===== src/rtl/sha256_w_schedule.sv =====
// ---------------------------------------------------------------------------
// sha256_w_schedule
//
// Message-schedule stage for the SHA-256 core. A 512-bit block arrives as
// sixteen 32-bit words over a valid/ready handshake. The stage then streams
// the expanded schedule words W[0..NUM_ROUNDS-1], one per clock, to the
// round datapath. The round datapath cannot stall this stream.
//
// Ports:
//   clk       core clock
//   rst_n     synchronous active-low reset
//   clear     synchronous abort; drops any partial load or run, back to LOAD
//   in_valid  in_data holds a valid message word
//   in_ready  stage accepts a word this cycle (high throughout LOAD)
//   in_data   message word, big-endian, M0 first
//   w_valid   w_data is valid this cycle (high throughout RUN)
//   w_data    schedule word W[w_round]
//   w_round   index t of the current w_data
//   w_first   marks t == 0; initialises the downstream round counter
//   w_last    marks t == NUM_ROUNDS-1
// ---------------------------------------------------------------------------
module sha256_w_schedule #(
    parameter int NUM_ROUNDS = 64
) (
    input  logic        clk,
    input  logic        rst_n,
    input  logic        clear,
    input  logic        in_valid,
    output logic        in_ready,
    input  logic [31:0] in_data,
    output logic        w_valid,
    output logic [31:0] w_data,
    output logic [5:0]  w_round,
    output logic        w_first,
    output logic        w_last
);

    typedef enum logic {
        LOAD = 1'b0,
        RUN  = 1'b1
    } state_t;

    localparam logic [5:0] LAST_ROUND = 6'(NUM_ROUNDS - 1);

    state_t      state_q, state_d;
    logic [3:0]  count_q, count_d;
    logic [5:0]  round_q, round_d;
    logic [31:0] win_q [16];
    logic [31:0] win_d [16];
    logic [31:0] w_next;

    // Small sigma functions of the schedule recurrence. The rotates are
    // written as bit concatenations, so they are pure wiring.
    function automatic logic [31:0] sigma0(input logic [31:0] x);
        sigma0 = {x[6:0], x[31:7]} ^ {x[17:0], x[31:18]} ^ {3'b000, x[31:3]};
    endfunction

    function automatic logic [31:0] sigma1(input logic [31:0] x);
        sigma1 = {x[16:0], x[31:17]} ^ {x[18:0], x[31:19]} ^ {10'b0, x[31:10]};
    endfunction

    // Next schedule word. The window holds W[t..t+15], so the word needed at
    // t+16 uses offsets 14, 9, 1 and 0. The adders wrap mod 2^32.
    always_comb begin
        w_next = sigma1(win_q[14]) + win_q[9] + sigma0(win_q[1]) + win_q[0];
    end

    // Next-state logic. clear overrides everything except reset, including a
    // word offered in the same cycle. In LOAD the window fills from the top.
    // In RUN the same shift-and-append rule runs every cycle, so the sixteen
    // message words drain out unmodified as W[0..15] before any computed
    // word reaches win[0].
    always_comb begin
        state_d = state_q;
        count_d = count_q;
        round_d = round_q;
        for (int i = 0; i < 16; i++) begin
            win_d[i] = win_q[i];
        end

        if (clear) begin
            state_d = LOAD;
            count_d = '0;
            round_d = '0;
            for (int i = 0; i < 16; i++) begin
                win_d[i] = '0;
            end
        end else if (state_q == LOAD) begin
            if (in_valid) begin
                for (int i = 0; i < 15; i++) begin
                    win_d[i] = win_q[i + 1];
                end
                win_d[15] = in_data;
                if (count_q == 4'd15) begin
                    state_d = RUN;
                    count_d = '0;
                    round_d = '0;
                end else begin
                    count_d = count_q + 4'd1;
                end
            end
        end else begin
            for (int i = 0; i < 15; i++) begin
                win_d[i] = win_q[i + 1];
            end
            win_d[15] = w_next;
            if (round_q == LAST_ROUND) begin
                state_d = LOAD;
                round_d = '0;
            end else begin
                round_d = round_q + 6'd1;
            end
        end
    end

    // State registers. Reset is synchronous, and the window is zeroed so
    // w_data reads 0 out of reset.
    always_ff @(posedge clk) begin
        if (!rst_n) begin
            state_q <= LOAD;
            count_q <= '0;
            round_q <= '0;
            for (int i = 0; i < 16; i++) begin
                win_q[i] <= '0;
            end
        end else begin
            state_q <= state_d;
            count_q <= count_d;
            round_q <= round_d;
            for (int i = 0; i < 16; i++) begin
                win_q[i] <= win_d[i];
            end
        end
    end

    // Outputs are decoded from registers only, so no combinational path runs
    // from in_* to w_*. w_data is forced to zero outside RUN so that words
    // sitting in a partially loaded window never leak out.
    always_comb begin
        in_ready = (state_q == LOAD);
        w_valid  = (state_q == RUN);
        w_data   = (state_q == RUN) ? win_q[0] : 32'h0;
        w_round  = round_q;
        w_first  = (state_q == RUN) && (round_q == 6'd0);
        w_last   = (state_q == RUN) && (round_q == LAST_ROUND);
    end

endmodule


===== config.mk =====
export PLATFORM = sky130hd
export DESIGN_NAME = sha256_w_schedule
export DESIGN_NICKNAME = d
export VERILOG_FILES = /design/src/rtl/sha256_w_schedule.sv
export SDC_FILE = /design/constraint.sdc
export NUM_CORES = 1
export LEC_CHECK = 0
export ABC_AREA = 1
export BUFFER_PORTS_ARGS = -buffer_cell sky130_fd_sc_hd__buf_2
export CAP_MARGIN = 0
export CORE_ASPECT_RATIO = 1.25
export CORE_MARGIN = 4
export CORE_UTILIZATION = 50
export CTS_CLUSTER_SIZE = 28
export DETAILED_ROUTE_END_ITERATION = 6
export GPL_TIMING_DRIVEN = 1
export PLACE_DENSITY = 0.66
export SKIP_CTS_REPAIR_TIMING = 1
export SLEW_MARGIN = 30
export SYNTH_ARGS = -nofsm -noshare
export SYNTH_HDL_FRONTEND = slang
export SYNTH_SLANG_ARGS = --single-unit

===== constraint.sdc =====
create_clock -name clk -period 4.6 [get_ports clk]
set_clock_uncertainty 0.2 [all_clocks]
set_input_delay 0 -clock clk [delete_from_list [all_inputs] [get_ports clk]]
set_output_delay 0 -clock clk [all_outputs]
set_load 0.02 [all_outputs]

==> reports/qor.txt, run 1 <==
Sum of buffers and inverters on the critical path -> 5
Req. time, crit path -> 4.90 ns
Slowest-stage cell, CP -> dfxtp_1
VDD IR max -> 0.313 mV
WP data arrival -> 4.71 ns
CP peak stage delay -> 0.67 ns
Crit path time final -> 4.41 ns
Final Hold Fails -> 0
WS Path Type -> reg2reg
Fin. max-slew vios -> 0
N_diodes -> 0
Synthesis Warnings -> 0
Max Root-Sink Buffers -> 3
DIE HEIGHT -> 252 um
Async SR Flop Fraction -> 0%
Leak -> 12.2 nW
Final Instance Area -> 26600 um2
Netlist cell types -> 40
Critical path's most frequent cell -> inv_1
Antenna violations before repair -> 1
Die area -> 51200 um2
CTS H-Tree Depth -> 2
Synthesized instance count -> 3217
Post-synthesis cell area -> 23800 um2
Area after DPL -> 24300 um2
Final Power -> 10.5 mW
TritonCTS Sinks -> 523
Hold slack -> 0.104 ns
Fin worst setup slack -> 0.194 ns
Synth Register Bits -> 523
DP Wirelength -> 46200 um
RePlAce Congestion -> 0.937
Crit-path cells -> xnor2_1 -> xnor2_1 -> fa_1 -> inv_1 -> fa_1 -> inv_1 -> ha_1 -> inv_1 -> fa_1 -> inv_1 -> nand2_1 -> nand3_2 -> a21oi_1 -> o21ai_0 -> a31oi_1 -> dlygate4sd3_1
Max Fclk -> 0.227 GHz
First-pass GRT wire length -> 103000 um
Setup violations, final -> 0
Reg2reg path depth -> 16
Die width -> 203 um
Fill count -> 4573
Initial core utilization -> 50.5%
Register area share after synthesis -> 44.0%
Slew Limit Headroom -> 38.5%
Startpoint Class -> flop
Routed WL -> 66200 um
Grt ovf -> 0
Setup TNS -> 0 ns
Stages on the worst setup path -> 16
Hold depth -> 5
Clk_lat worst skew -> 0.61 ns
DRT iter0 DRCs -> 1636
Clock transition at path regs -> 0.06 ns
Slew @ Worst Pin -> 0.922 ns
Mean post-synth cell area -> 7.39 um2
TritonCTS Buffers -> 52
Crit path max fanout -> 6
# IOs -> 78
Most common cell after layout, fill and taps aside -> nor2_1
PwrDens -> 395 nW/um2
Max Cap Viol -> 0
GR Util All Layers -> 25.2%
Worst slack, placed -> 0.369 ns
Vias -> 20000
Post-route DRC -> 0
Area grow syn2layout -> 11.8%
Rows -> 89
Nets -> 3363
Post-synth top flop -> dfxtp_1
Vias in the first global route -> 18500
Antenna Nets Post-Route -> 0
Synthesized Nets -> 3349
Pre-antenna DRT Iters -> 5
Status -> complete, no violations
Hold WC Path Type -> in2reg
CORE AREA -> 47100 um2
Layout cells sized above 1 -> 6.81%
Count of flip-flops with a built-in enable after synthesis -> 0
Wire per inst -> 16.9 um
Most frequent cells in the layout -> nor2_1, dfxtp_1, o21ai_0, inv_1, nand2_1
Setup crit end kind -> flop
Crit path max-delay family -> adder cells
Port Buffer Count -> 77
CTS Root Cell -> clkbuf_16
Largest net degree at the start of global routing -> 277
TritonCTS clock tree -> yes
Final period util -> 95.8%
Vias/cell -> 5.11
## kinds of logic after synthesis
kind of cell               count (synthesis)  share of synthesized area (%)
and+or+nand+nor                         1317                           21.7
AOI/OAI and AO/OA                        619                           13.5
buffers and inverters                    541                           9.30
adders and majority gates                 96                           7.01
xor gates and xnor gates                 121                           4.46
DFF                                      523                           44.0
## cell usage after synthesis (3+ instances only)
cell type	number	area, um2
fa_1	62	1240
a22o_1	18	158
buf_2	98	490
nand3_1	44	220
nor2_1	943	3540
nand2_2	9	56.3
nor3_1	8	40.0
dfxtp_1	523	10500
nand3_2	7	70.1
nand2_1	279	1050
o21ai_0	498	2490
nor2_2	9	56.3
ha_1	34	425
buf_6	3	33.8
buf_4	10	75.1
inv_1	344	1290
or2_2	5	31.3
a21oi_1	81	405
inv_2	3	11.3
xor2_1	45	394
clkbuf_1	81	304
xnor2_1	76	666
a31oi_1	9	56.3
nand4_1	5	31.3
nand3b_1	4	30.0
## worst paths after layout
kind,from,endpoint,slack [ns]
setup / recovery,win_q[1][210],win_q[1][231],0.19
hold / removal,in_data[10],win_q[1][234],0.10
setup reg to reg,win_q[1][210],win_q[1][231],0.19
hold reg to reg,win_q[0][195],win_q[0][195],0.27
## where the power goes
part	total [mW]	leakage (nW)	internal, mW	switching (mW)
sequential	4.81	4.26	4.68	0.134
combinational	1.40	7.07	0.481	0.917
clock	4.30	0.855	2.46	1.83
total	10.5	12.2	7.62	2.88
## routing by layer
layer,vias up,track usage (%),wire length (um)
met5,-,0,0
met4,0,7.50,2150
met3,110,2.89,2710
met2,430,43.2,32000
met1,9415,33.8,29400
li1,10000,-,-
## final cells by class
class	count	area, um2	share of cell area (%)
Clock buffer	75	1510	5.67
Clock inverter	22	236	0.889
Inverter	348	1310	4.94
Multi-Input combinational cell	2153	11100	41.8
Sequential cell	523	10500	39.4
Tap cell	637	797	3.00
Timing Repair Buffer	153	1160	4.36
## sequential cells by signal, summed over array words and instances (netlist names)
| name | cells |
|---|---|
| w_valid | 1 |
| count_q | 4 |
| w_round | 6 |
| win_q | 512 |
## per-stage QoR
step	instances	util, %
final	3911	56.5
after floorplan	3217	-
after global placement	3756	51.5
after CTS	3853	55.2
after global routing	3911	56.5
after detailed placement	3756	51.5
## tightest hold or removal path: cells and delay by family
kind / cells / cell delay [ns]
buffers and inverters: 3 / 0.64
AOI/OAI and AO/OA: 2 / 0.24
Note: power is estimated with default switching activity, not from simulation.
==> run 2: changes to the inputs <==
- CTS_BUF_LIST: unset -> sky130_fd_sc_hd__clkbuf_8 sky130_fd_sc_hd__clkbuf_16
==> reports/qor.txt, run 2 (synthesized netlist as in run 1, its figures left out) <==
Slowest-stage cell, CP -> dfxtp_1
CORE AREA -> 47100 um2 (unchanged)
Slew @ Worst Pin -> 0.926 ns (+0.00438 ns)
CTS Root Cell -> clkbuf_16
WS Path Type -> reg2reg
Crit-path cells -> xnor2_1 -> xnor2_1 -> fa_1 -> inv_1 -> fa_1 -> inv_1 -> ha_1 -> inv_1 -> fa_1 -> inv_1 -> nand2_1 -> nand3_2 -> a21oi_1 -> o21ai_0 -> a31oi_1 -> dlygate4sd3_1
PwrDens -> 394 nW/um2 (-0.21%)
VDD IR max -> 0.313 mV (+0.22%)
Worst Hold Launch -> in_data[10]
Clk_lat worst skew -> 0.61 ns (about the same)
Area after DPL -> 24300 um2 (unchanged)
DRT iter0 DRCs -> 1640 (+0.24%)
Hold depth -> 5 (unchanged)
Vias -> 19900 (-0.19%)
Fill count -> 4573 (unchanged)
Routed WL -> 66200 um (about the same)
P_int -> 7.60 mW (-0.32%)
Nets -> 3363 (unchanged)
Pre-antenna DRT Iters -> 5 (unchanged)
Max Cap Viol -> 0 (unchanged)
Final period util -> 95.7% (about the same)
Comb pwr share -> 13.3% (about the same)
Grt ovf -> 0 (unchanged)
Antenna Nets Post-Route -> 0 (unchanged)
DIE HEIGHT -> 252 um (unchanged)
CP peak stage delay -> 0.67 ns (about the same)
Max Fclk -> 0.227 GHz (about the same)
Critical path's most frequent cell -> inv_1
# IOs -> 78 (unchanged)
Area grow syn2layout -> 11.8% (unchanged)
First-pass GRT wire length -> 103000 um (unchanged)
WP data arrival -> 4.70 ns (about the same)
Final Instance Area -> 26600 um2 (unchanged)
TritonCTS Sinks -> 523 (unchanged)
Startpoint Class -> flop
RePlAce Congestion -> 0.937 (unchanged)
Clock power share -> 40.8% (about the same)
Fin. max-slew vios -> 0 (unchanged)
Crit path time final -> 4.40 ns (-0.00316 ns)
Most frequent cells in the layout -> nor2_1, dfxtp_1, o21ai_0, inv_1, nand2_1
Die area -> 51200 um2 (unchanged)
Switch share -> 27.5% (+0.084 points)
Req. time, crit path -> 4.90 ns (about the same)
TritonCTS clock tree -> yes
GR Util All Layers -> 25.2% (unchanged)
DP Wirelength -> 46200 um (unchanged)
Post-route DRC -> 0 (unchanged)
TritonCTS Buffers -> 52 (unchanged)
Setup crit end kind -> flop
Setup slack, reg-to-reg -> 0.20 ns (about the same)
Worst r2r src -> win_q[1][210]
CTS H-Tree Depth -> 2 (unchanged)
Setup TNS -> 0 ns (unchanged)
Final Hold Fails -> 0 (unchanged)
Largest net degree at the start of global routing -> 277 (unchanged)
Reg2reg path depth -> 16 (unchanged)
Vias/cell -> 5.10 (-0.19%)
NetSw -> 2.89 mW (about the same)
Crit path max-delay family -> adder cells
Vias in the first global route -> 18500 (unchanged)
Antenna violations before repair -> 1 (unchanged)
Initial core utilization -> 50.5% (unchanged)
Crit path from -> win_q[1][210]
Sum of buffers and inverters on the critical path -> 5 (unchanged)
Wire per inst -> 16.9 um (about the same)
N_diodes -> 0 (unchanged)
Max FFs per register -> 512 (unchanged)
Hold WC Path Type -> in2reg
Status -> complete, no violations
Clock transition at path regs -> 0.06 ns (about the same)
Endpoint with the worst hold slack -> win_q[1][234]
Layout cells sized above 1 -> 6.81% (unchanged)
Max Root-Sink Buffers -> 3 (unchanged)
Top reg by flops -> win_q
Port Buffer Count -> 77 (unchanged)
Crit path max fanout -> 6 (unchanged)
Setup violations, final -> 0 (unchanged)
Rows -> 89 (unchanged)
Reg-to-Reg End -> win_q[1][231]
Slew Limit Headroom -> 38.3% (-0.29 points)
Die width -> 203 um (unchanged)
Leak -> 12.2 nW (+0.37%)
Most common cell after layout, fill and taps aside -> nor2_1
Seq pwr share -> 45.9% (about the same)
==> run 2: cell count changes in the layout (fill, tap and decap cells not counted), sizes merged <==
| cell | previous run | this run |
|---|---|---|
| clkbuf | 75 | 64 |
| inv | 350 | 361 |
==> run 2: cell type report <==
class,instances,area (um2),share of cell area (%)
inverters,348,1310,4.94
clock buffers,64,1470,5.51
multi-input cells,2153,11100,41.8
repair buffers,153,1160,4.36
flip-flops and latches,523,10500,39.4
clock inverters,33,278,1.04
well taps,637,797,3.00
==> run 2: metrics by stage <==
step,power [mW],hold WS [ns],util (%),setup slack [ns],std cells
floorplan,5.85,-0.0362,-,1.14,3217
detailed placement,6.25,0.0861,51.5,0.369,3756
global route,11.0,0.110,56.5,-0.00584,3911
finish,10.5,0.105,56.5,0.197,3911
CTS,10.5,-0.573,55.2,0.339,3853
global placement,6.24,0.0840,51.5,0.467,3756
==> run 2: per-layer routing <==
layer	global-route usage [%]	vias up	share of wire (%)
li1	-	10000	-
met1	33.8	9355	44
met5	0	-	0
met4	7.50	0	3.3
met2	43.2	446	48
met3	2.89	115	4.3
==> run 2: power by group through the flow <==
| stage | Clock (mW) | Sequential (mW) | Combinational [mW] |
|---|---|---|---|
| 3_3_place_gp | 0 | 4.91 | 1.33 |
| 5_1_grt | 4.54 | 4.83 | 1.60 |
| 6_report | 4.27 | 4.81 | 1.40 |
| 3_5_place_dp | 0 | 4.91 | 1.34 |
| 4_1_cts | 4.37 | 4.81 | 1.35 |
| 2_1_floorplan | 0 | 4.85 | 1.01 |
==> run 2: worst max-delay path by stage <==
stage	to	cells past startpoint	slack [ns]
final	win_q[1][231]	16	0.20
after global routing	win_q[1][232]	16	-0.006
after CTS	win_q[1][249]	18	0.34
after detailed placement	win_q[1][249]	18	0.37
after global placement	win_q[1][249]	20	0.47
after floorplan	win_q[1][239]	18	1.14
==> run 2: worst register-to-register path: cells and delay by family (launching register included) <==
family	cells	cell delay, ns
adder cells (fa/ha/maj)	4	1.62
flip-flops	1	0.67
AO/OA/AOI/OAI	3	0.34
buffers and inverters	5	0.92
AND/OR/NAND/NOR	2	0.18
XOR/XNOR	2	0.36
